<file path="config.mk">
export PLATFORM = sky130hd
export DESIGN_NAME = vector_load_unit
export DESIGN_NICKNAME = d
export VERILOG_FILES = /design/src/rtl/cvp14_pkg.sv /design/src/rtl/rd_valid_pipe.sv /design/src/rtl/vector_load_unit.sv
export SDC_FILE = /design/constraint.sdc
export NUM_CORES = 1
export LEC_CHECK = 0
export ABC_AREA = 1
export CAP_MARGIN = 10
export CORE_ASPECT_RATIO = 1.4
export CORE_UTILIZATION = 47
export CTS_CLUSTER_DIAMETER = 150
export DETAILED_ROUTE_END_ITERATION = 7
export GPL_ROUTABILITY_DRIVEN = 1
export HOLD_SLACK_MARGIN = 0.06
export MAX_ROUTING_LAYER = met4
export PLACE_DENSITY = 0.76
export SETUP_SLACK_MARGIN = 0.02
export SLEW_MARGIN = 15
export SYNTH_ARGS = -nofsm -noshare
export SYNTH_HDL_FRONTEND = slang
export SYNTH_SLANG_ARGS = --single-unit
</file>
<file path="constraint.sdc">
create_clock -name Clk -period 2.42 [get_ports Clk]
set_input_delay 0.605 -clock Clk [delete_from_list [all_inputs] [get_ports Clk]]
set_output_delay 0.605 -clock Clk [all_outputs]
set_load 0.02 [all_outputs]
</file>
<file path="src/rtl/cvp14_pkg.sv">
// Shared CVP14 datapath constants and the vector load FSM state encoding.
package cvp14_pkg;
    localparam int NUM_ELEM = 16;
    localparam int ELEM_W   = 16;
    localparam int ADDR_W   = 16;
    localparam int VEC_W    = NUM_ELEM * ELEM_W;
    localparam int IDX_W    = $clog2(NUM_ELEM);
    localparam int CNT_W    = $clog2(NUM_ELEM) + 1;

    typedef enum logic [1:0] {
        IDLE  = 2'b00,
        ISSUE = 2'b01,
        DRAIN = 2'b10,
        DONE  = 2'b11
    } vld_state_t;
endpackage

</file>
<file path="src/rtl/rd_valid_pipe.sv">
// Fixed-depth shift register that delays an issued-request flag by the
// memory latency so the response can be matched to its request.
module rd_valid_pipe #(
    parameter int STAGES = 1
) (
    input  logic Clk,
    input  logic Reset,
    input  logic in_vld,
    output logic out_vld
);
    logic [STAGES-1:0] vld_pipe;

    always_ff @(posedge Clk) begin
        if (Reset) begin
            vld_pipe <= '0;
        end else begin
            vld_pipe[0] <= in_vld;
            for (int i = 1; i < STAGES; i++)
                vld_pipe[i] <= vld_pipe[i-1];
        end
    end

    assign out_vld = vld_pipe[STAGES-1];
endmodule

</file>
<file path="src/rtl/vector_load_unit.sv">
// Vector load engine: issues NUM_ELEM sequential word reads from base_addr
// and packs the returned words into a vector buffer, then pulses done.
module vector_load_unit
    import cvp14_pkg::*;
#(
    parameter int MEM_LAT = 1
) (
    input  logic              Clk,
    input  logic              Reset,
    input  logic              start,
    input  logic [ADDR_W-1:0] base_addr,
    output logic              busy,
    output logic              done,
    output logic [ADDR_W-1:0] MemAddr,
    output logic              RD,
    input  logic [ELEM_W-1:0] DataIn,
    output logic [VEC_W-1:0]  DataBuff
);
    localparam logic [CNT_W-1:0] LAST = CNT_W'(NUM_ELEM - 1);

    vld_state_t                     state, state_n;
    logic [ADDR_W-1:0]              base;
    logic [CNT_W-1:0]               issue_cnt, recv_cnt;
    logic [NUM_ELEM-1:0][ELEM_W-1:0] buff;
    logic                           rsp_vld;

    rd_valid_pipe #(.STAGES(MEM_LAT)) u_rd_pipe (
        .Clk    (Clk),
        .Reset  (Reset),
        .in_vld (RD),
        .out_vld(rsp_vld)
    );

    always_ff @(posedge Clk) begin
        if (Reset) state <= IDLE;
        else       state <= state_n;
    end

    always_comb begin
        state_n = state;
        unique case (state)
            IDLE:  if (start) state_n = ISSUE;
            ISSUE: if (issue_cnt == LAST) state_n = DRAIN;
            DRAIN: if (rsp_vld && recv_cnt == LAST) state_n = DONE;
            DONE:  state_n = IDLE;
            default: state_n = IDLE;
        endcase
    end

    // issue_cnt parks on the last index so MemAddr holds through DRAIN
    always_ff @(posedge Clk) begin
        if (Reset) begin
            base      <= '0;
            issue_cnt <= '0;
            recv_cnt  <= '0;
            buff      <= '0;
        end else begin
            if (state == IDLE && start) begin
                base      <= base_addr;
                issue_cnt <= '0;
                recv_cnt  <= '0;
            end
            if (state == ISSUE && issue_cnt != LAST)
                issue_cnt <= issue_cnt + 1'b1;
            if (rsp_vld) begin
                buff[recv_cnt[IDX_W-1:0]] <= DataIn;
                recv_cnt                  <= recv_cnt + 1'b1;
            end
        end
    end

    assign RD       = (state == ISSUE);
    assign MemAddr  = base + ADDR_W'(issue_cnt);
    assign busy     = (state != IDLE);
    assign done     = (state == DONE);
    assign DataBuff = buff;
endmodule

</file>
==> run_results.csv, run 1 <==
group,metric,value,unit
status,result_of_the_run,"complete, but fails checks",
status,violated_checks,"setup timing",
placement,final_weighted_congestion_in_routability_driven_placement,0.848,
yosys,ys_warnings,0,
yosys,synth.lib_cells_used.distinct,28,
critical_path,critPathLaunchType,"register",
route,topRoutingLayerUsed,"met4",
route,drtIter0Drc,707,
hold_path,min_delay_path_depth,2,
floorplanning,die_area,0.0239,sq mm
route,number_of_vias_in_the_routed_layout,10653,
floorplanning,core_region_area,0.0227,sq mm
power_and_ir_drop,switching_power,2960,uW
critical_path,critPathRequiredTime,1.81,ns
clock_tree,clk_latency,0.52,ns
power_and_ir_drop,power.leakage,0.00669,uW
route,drtAntennaViolNets,0,
power_and_ir_drop,clockPowerShare,0.375,
placement,detailedPlacementHpwl,23200,um
yosys,leading_cell_types_by_total_area_after_synthesis,"dfxtp_1, nor2_1, o21ai_0, nand2_1, ha_1",
sta,clock.fmax,371,MHz
route,detail_route.wirelength,36400,um
route,routed_len_inst,17.8,um
floorplanning,fp.dieW,131,um
clock_tree,ctsLongestPathBuffers,3,
power_and_ir_drop,p_sw_frac,0.273,
sta,finalHoldViolations,0,
yosys,synthesis.area,0.0110,sq mm
yosys,avg_cell_area_syn,7.63,sq um
global_route,grt_pass1_vias,10103,
placement,port-buffer-count,309,
clock_tree,clock_tree.htree_level_count,1,
global_route,grt_pass1_wl,54600,um
yosys,synth_largest_type_area_fraction,0.521,
critical_path,timing.rr.start,"issue_cnt[1]",
global_route,global_route.usage.total,0.307,
clock_tree,cts_buffers,26,
power_and_ir_drop,share_comb_of_total_power,0.161,
sta,rsz_0062_raised_after_global_routing,"yes",
sta,finalWorstPathRequiredPeriod,2.69,ns
yosys,postSynthCellCount,1435,
critical_path,crit_start,"base[0]",
critical_path,regToRegSetupSlack,0.33,ns
critical_path,worstPathArrival,2.09,ns
global_route,grt_start_max_net_pins,82,
clock_tree,ctsRootBufferMaster,"clkbuf_16",
power_and_ir_drop,powerDensity,707,mW/mm^2
yosys,synth.net_count,1488,
cells_and_area,area.growth.synth_to_final,40.2,%
floorplanning,row_count,65,
sta,actual_transition_at_the_worst_max_transition_pin,0.519,ns
global_route,number_of_antenna_violations_at_the_first_check_in_global_routing,1,
sta,final.period_utilization,1.11,
clock_tree,clk_pin_slew,0.07,ns
sta,layout_setup_ws,-0.274,ns
sta,final_count_of_pins_violating_max_slew,0,
power_and_ir_drop,intPower,7890,uW
sta,fin_tns_setup,-1.84,ns
yosys,synth_seq_cells,285,
route,drt_drc_violations_left,0,
sta,setup_violations,14,
hold_path,worst_hold_startpoint,"base[15]",
sta,fin_skew,0.0142,ns
hold_path,hold_path_class,"register to register",
floorplanning,floorplan.initialDensity,0.483,
global_route,globalRoute.totalOverflow,0,
yosys,synth_top_area_cell,"dfxtp_1",
critical_path,rr_endpoint,"issue_cnt[4]",
power_and_ir_drop,seq_power_share,0.464,
critical_path,end_kind,"output port",
run,maxCapViolations,0,
cells_and_area,final_layout_size_suffix_gt1_frac,0.100,
sta,slew_headroom,0.653,
critical_path,worst-setup-path-type,"register to output port",
hold_path,hold_end,"base[15]",
yosys,synth.yosys.seq_area_share,0.521,
critical_path,cp_max_fo,5,
cells_and_area,fin_nets,1773,
floorplanning,floorplan.die.height,183,um
route,wl_met1,14000,um
route,via_to_cell_ratio,5.23,
clock_tree,tritoncts,"yes",
placement,placed_cells,1989,
route,firstDrtPassIters,5,
clock_tree,cts_sinks,285,
route,met2RoutedLength,18200,um
clock_tree,cts_hold_buf,0,
cells_and_area,finish.cell_count_without_fillers,2038,
route,detailroute.wirelength.met3,2410,um
critical_path,worst_r2r_path_depth,10,
power_and_ir_drop,total_power,10800,uW
power_and_ir_drop,ir_drop,0.606,mV
floorplanning,pin_count,310,
==> cells in the mapped netlist (all sizes together) <==
library cell	count
nor2	568
dfxtp	285
o21ai	277
nand2	73
inv	57
clkbuf	55
buf	43
nand3	22
a21oi	19
ha	17
nand3b	4
nor3	4
xor2	4
clkinv	3
o22ai	2
fa	1
or2	1
==> power by group through the flow <==
stage               Clock, uW  Combinational [uW]  Sequential, uW
global route             4310                1880            5050
detailed placement          0                1640            5110
CTS                      4100                1670            5030
floorplan                   0                 849            5170
finish                   4060                1750            5040
global placement            0                1610            5100
==> cells in the final DEF (no fill, tap or decap), types with 3 or more instances in the layout <==
cell             count
buf_4               41
nor3_1               4
nand2_4              7
nand2_1             52
inv_1               46
nor2_1             550
ha_4                 5
inv_2               11
clkinv_2             3
dfxtp_2              8
buf_6               15
nand3b_1             4
nand2_2             14
o21ai_1             14
nand3_1             20
nor2_4              12
clkbuf_1             3
clkdlybuf4s50_1    292
clkbuf_16           27
buf_12               3
dfxtp_1            277
o21ai_0            263
ha_1                12
a21oi_1             17
nor2_8               4
clkbuf_8            10
==> cells by family after synthesis <==
kind of cell / share of synthesized area
adders and majority gates: 0.0212
and+or+nand+nor: 0.252
buffers and inverters: 0.0663
xor gates and xnor gates: 0.00320
DFF: 0.521
AOI/OAI and AO/OA: 0.136
==> worst max-delay path: stages (launching register included) <==
cell and delay (ns):
dfxtp_2 0.34, ha_4 0.16, fa_2 0.35, nand2_2 0.10, nand2_2 0.06, nand3b_1 0.11
nand2_2 0.11, xor2_2 0.19, buf_6 0.14
==> registers in the layout, summed over array words and instances (netlist names) <==
| register | flops |
|---|---|
| recv_cnt | 5 |
| base | 16 |
| u_rd_pipe.out_vld | 1 |
| issue_cnt | 5 |
| DataBuff | 256 |
| state | 2 |
==> final cells by class <==
type / instances / area (sq um)
inverter: 60 / 230
multi-input combinational: 992 / 4690
timing repair buffer: 355 / 3490
clock buffer: 40 / 825
fill: 1843 / 7340
sequential: 285 / 5720
clock inverter: 4 / 22.5
tap: 301 / 377
antenna: 1 / 2.50
==> stage by stage <==
stage / area, sq um / hold WS, ns / worst slack [ns] / util
after floorplan: 11000 / 0.445 / 0.201 / -
after global placement: 14300 / 0.457 / -0.303 / 0.629
after detailed placement: 14300 / 0.468 / -0.306 / 0.629
after CTS: 15200 / 0.476 / -0.252 / 0.672
after global routing: 15400 / 0.502 / -0.363 / 0.677
final: 15400 / 0.479 / -0.274 / 0.677
==> how the worst max path moves through the flow <==
stage	endpoint	slack, ns	depth (start not counted)
2_1_floorplan	MemAddr[6]	0.20	7
3_3_place_gp	MemAddr[6]	-0.30	8
3_5_place_dp	MemAddr[6]	-0.31	8
4_1_cts	MemAddr[14]	-0.25	10
5_1_grt	MemAddr[10]	-0.36	10
6_report	MemAddr[6]	-0.27	8
==> repair_timing <==
item,in CTS,in global routing
setup buffers,1,4
setup endpoints to repair,17,14
pin swaps,13,15
gates resized for setup,113,20
==> metal layers <==
| metal | track usage | vias up |
|---|---|---|
| li1 | - | 5109 |
| met1 | 0.346 | 4994 |
| met2 | 0.514 | 458 |
| met3 | 0.0592 | 92 |
| met4 | 0.148 | 0 |
| met5 | - | - |
Note: power is estimated with default switching activity, not from simulation.
==> run 2: changes to the inputs <==
Settings changed: CTS_CLUSTER_DIAMETER 150 to 50, CTS_CLUSTER_SIZE set to 8, SLEW_MARGIN 15 to 25.
==> run 2 against run 1 <==
The flow still finishes with violations (setup timing). Utilization rose by 1.3 points. Flip-flop and latch count is the same. Combinational power about the same. Global-route usage grew 0.57 points. Critical path depth did not move. Die area stayed put. Count of clock-buffer cells in the layout grew 5. Hold slack better by 0.0079 ns. Sequential share of layout area shrank 0.72 points. Clock power rose by 25%. Final cell count barely moved. Critical endpoint is now MemAddr[4]. Largest power group is now the clock network.
==> run_results.csv, run 2 (synthesis results as in run 1) <==
group,metric,value,unit
critical_path,worst_r2r_path_depth,6,
route,via_to_cell_ratio,5.27,
cells_and_area,area.growth.synth_to_final,42.9,%
power_and_ir_drop,powerDensity,757,mW/mm^2
floorplanning,pin_count,310,
clock_tree,cts_buffers,41,
sta,layout_setup_ws,-0.273,ns
cells_and_area,register_area,0.00571,sq mm
clock_tree,cts_sinks,285,
route,drtAntennaViolNets,0,
placement,port-buffer-count,309,
status,violated_checks,"setup timing",
route,met2RoutedLength,18100,um
clock_tree,tritoncts,"yes",
critical_path,worstPathArrival,2.09,ns
power_and_ir_drop,clockPowerShare,0.427,
sta,clock.fmax,371,MHz
route,detailroute.wirelength.met3,2570,um
power_and_ir_drop,switching_power,3140,uW
global_route,global_route.usage.total,0.312,
power_and_ir_drop,ir_drop,0.506,mV
power_and_ir_drop,seq_power_share,0.427,
placement,final_weighted_congestion_in_routability_driven_placement,0.848,
placement,detailedPlacementHpwl,23200,um
floorplanning,die_area,0.0239,sq mm
cells_and_area,diodes_inserted,0,
route,firstDrtPassIters,5,
status,result_of_the_run,"complete, but fails checks",
sta,finalWorstPathRequiredPeriod,2.69,ns
power_and_ir_drop,power.leakage,0.00683,uW
floorplanning,fp.dieW,131,um
floorplanning,floorplan.die.height,183,um
sta,actual_transition_at_the_worst_max_transition_pin,0.520,ns
critical_path,path_cells,"ha_4 -> fa_2 -> nand2_2 -> buf_12 -> a21oi_4 -> buf_6 -> xor2_4 -> buf_6",
cells_and_area,layout_common_cells,"nor2_1, clkdlybuf4s50_1, dfxtp_1",
sta,fin_tns_setup,-1.90,ns
clock_tree,clock_tree.htree_level_count,2,
sta,fin_skew,0.0154,ns
sta,final.period_utilization,1.11,
route,wl_met1,14200,um
sta,setup_violations,13,
critical_path,cp.depth,8,
sta,final_count_of_pins_violating_max_slew,0,
clock_tree,ctsLongestPathBuffers,3,
clock_tree,clk_pin_slew,0.05,ns
global_route,globalRoute.totalOverflow,0,
cells_and_area,area_taken_by_multi_input_logic_gates,0.00473,sq mm
clock_tree,clk_latency,0.52,ns
global_route,number_of_antenna_violations_at_the_first_check_in_global_routing,0,
floorplanning,row_count,65,
cells_and_area,fin_nets,1788,
sta,rsz_0062_raised_after_global_routing,"yes",
global_route,grt_pass1_vias,10341,
critical_path,end_kind,"output port",
floorplanning,core_region_area,0.0227,sq mm
power_and_ir_drop,p_sw_frac,0.265,
route,routed_len_inst,18.1,um
critical_path,cp_common_cell,"buf_6",
global_route,grt_pass1_wl,55400,um
clock_tree,ctsRootBufferMaster,"clkbuf_16",
route,number_of_vias_in_the_routed_layout,10755,
critical_path,critPathMaxStageDelay,0.35,ns
critical_path,worstPathBufferInverterCount,3,
critical_path,cpMaxStageDelayCell,"fa_2",
route,detail_route.wirelength,36800,um
placement,dp_area,0.0143,sq mm
cells_and_area,most_common_cell_after_layout_fill_and_taps_aside,"nor2_1",
critical_path,worst-setup-path-type,"register to output port",
sta,finalHoldViolations,0,
sta,slew_headroom,0.653,
cells_and_area,fillerInstances,1812,
critical_path,critPathLaunchType,"register",
critical_path,critPathRequiredTime,1.81,ns
route,drtIter0Drc,766,
cells_and_area,final_layout_size_suffix_gt1_frac,0.105,
cells_and_area,largest_register_ff_count,256,
floorplanning,floorplan.initialDensity,0.483,
hold_path,min_delay_path_depth,2,
power_and_ir_drop,intPower,8700,uW
critical_path,critPathTopFamily,"adder cells",
run,maxCapViolations,0,
cells_and_area,design_area,0.0157,sq mm
route,topRoutingLayerUsed,"met4",
hold_path,hold_path_class,"register to register",
critical_path,cp_max_fo,3,
route,drt_drc_violations_left,0,
clock_tree,cts_hold_buf,0,
sta,fin_hold_ws,0.487,ns
global_route,grt_start_max_net_pins,82,
power_and_ir_drop,share_comb_of_total_power,0.146,
[run 2: changes by cell type in the layout (fill, tap and decap cells not counted), sizes merged]
cell / delta
clkinvlp: -1
inv: +1
clkbuf: +5
clkinv: -3
diode: -1
[run 2: timing repair]
action                                  4_1_cts  5_1_grt
pin swaps                                    16       17
endpoints found under the setup margin       17       14
buffers inserted                              0        4
gates resized for setup                     116       24
[run 2: final cells by class]
cell class              instances  share of cell area
flip-flops and latches        285               0.365
multi-input cells             992               0.302
repair buffers                355               0.224
clock buffers                  45              0.0699
well taps                     301              0.0241
inverters                      60              0.0147
clock inverters                 1            0.000560
[run 2: final timing paths]
kind	end	slack, ns	startpoint
max	MemAddr[4]	-0.27	issue_cnt[0]
min	base[15]	0.49	base[15]
max reg2reg	DataBuff[181]	0.44	recv_cnt[0]
min reg2reg	base[15]	0.49	base[15]
[run 2: metrics by stage]
stage / instances / worst slack, ns / util / power (uW)
finish: 2039 / -0.273 / 0.690 / 11800
global route: 2039 / -0.371 / 0.690 / 12200
CTS: 2035 / -0.295 / 0.684 / 11800
detailed placement: 1989 / -0.306 / 0.629 / 6750
global placement: 1989 / -0.303 / 0.629 / 6710
floorplan: 1435 / 0.201 / - / 6010
[run 2: power by group through the flow]
stage               sequential (uW)  clock [uW]  combinational (uW)
floorplan                      5170           0                 849
global placement               5100           0                1610
detailed placement             5110           0                1640
CTS                            5050        5090                1680
global route                   5070        5300                1870
finish                         5050        5060                1730
[run 2: per-layer routing]
metal  global-route usage  up-vias
met2                0.522      481
met5                    -        -
met3               0.0604      107
met1                0.349     5045
met4                0.160        0
li1                     -     5122
[run 2: worst register-to-register path: stages (launching register included)]
cell	delay (ns)
dfxtp_1	0.41
ha_1	0.21
nand2_2	0.21
nor2_4	0.43
inv_1	0.37
nor2_1	0.18
nor2_1	0.06
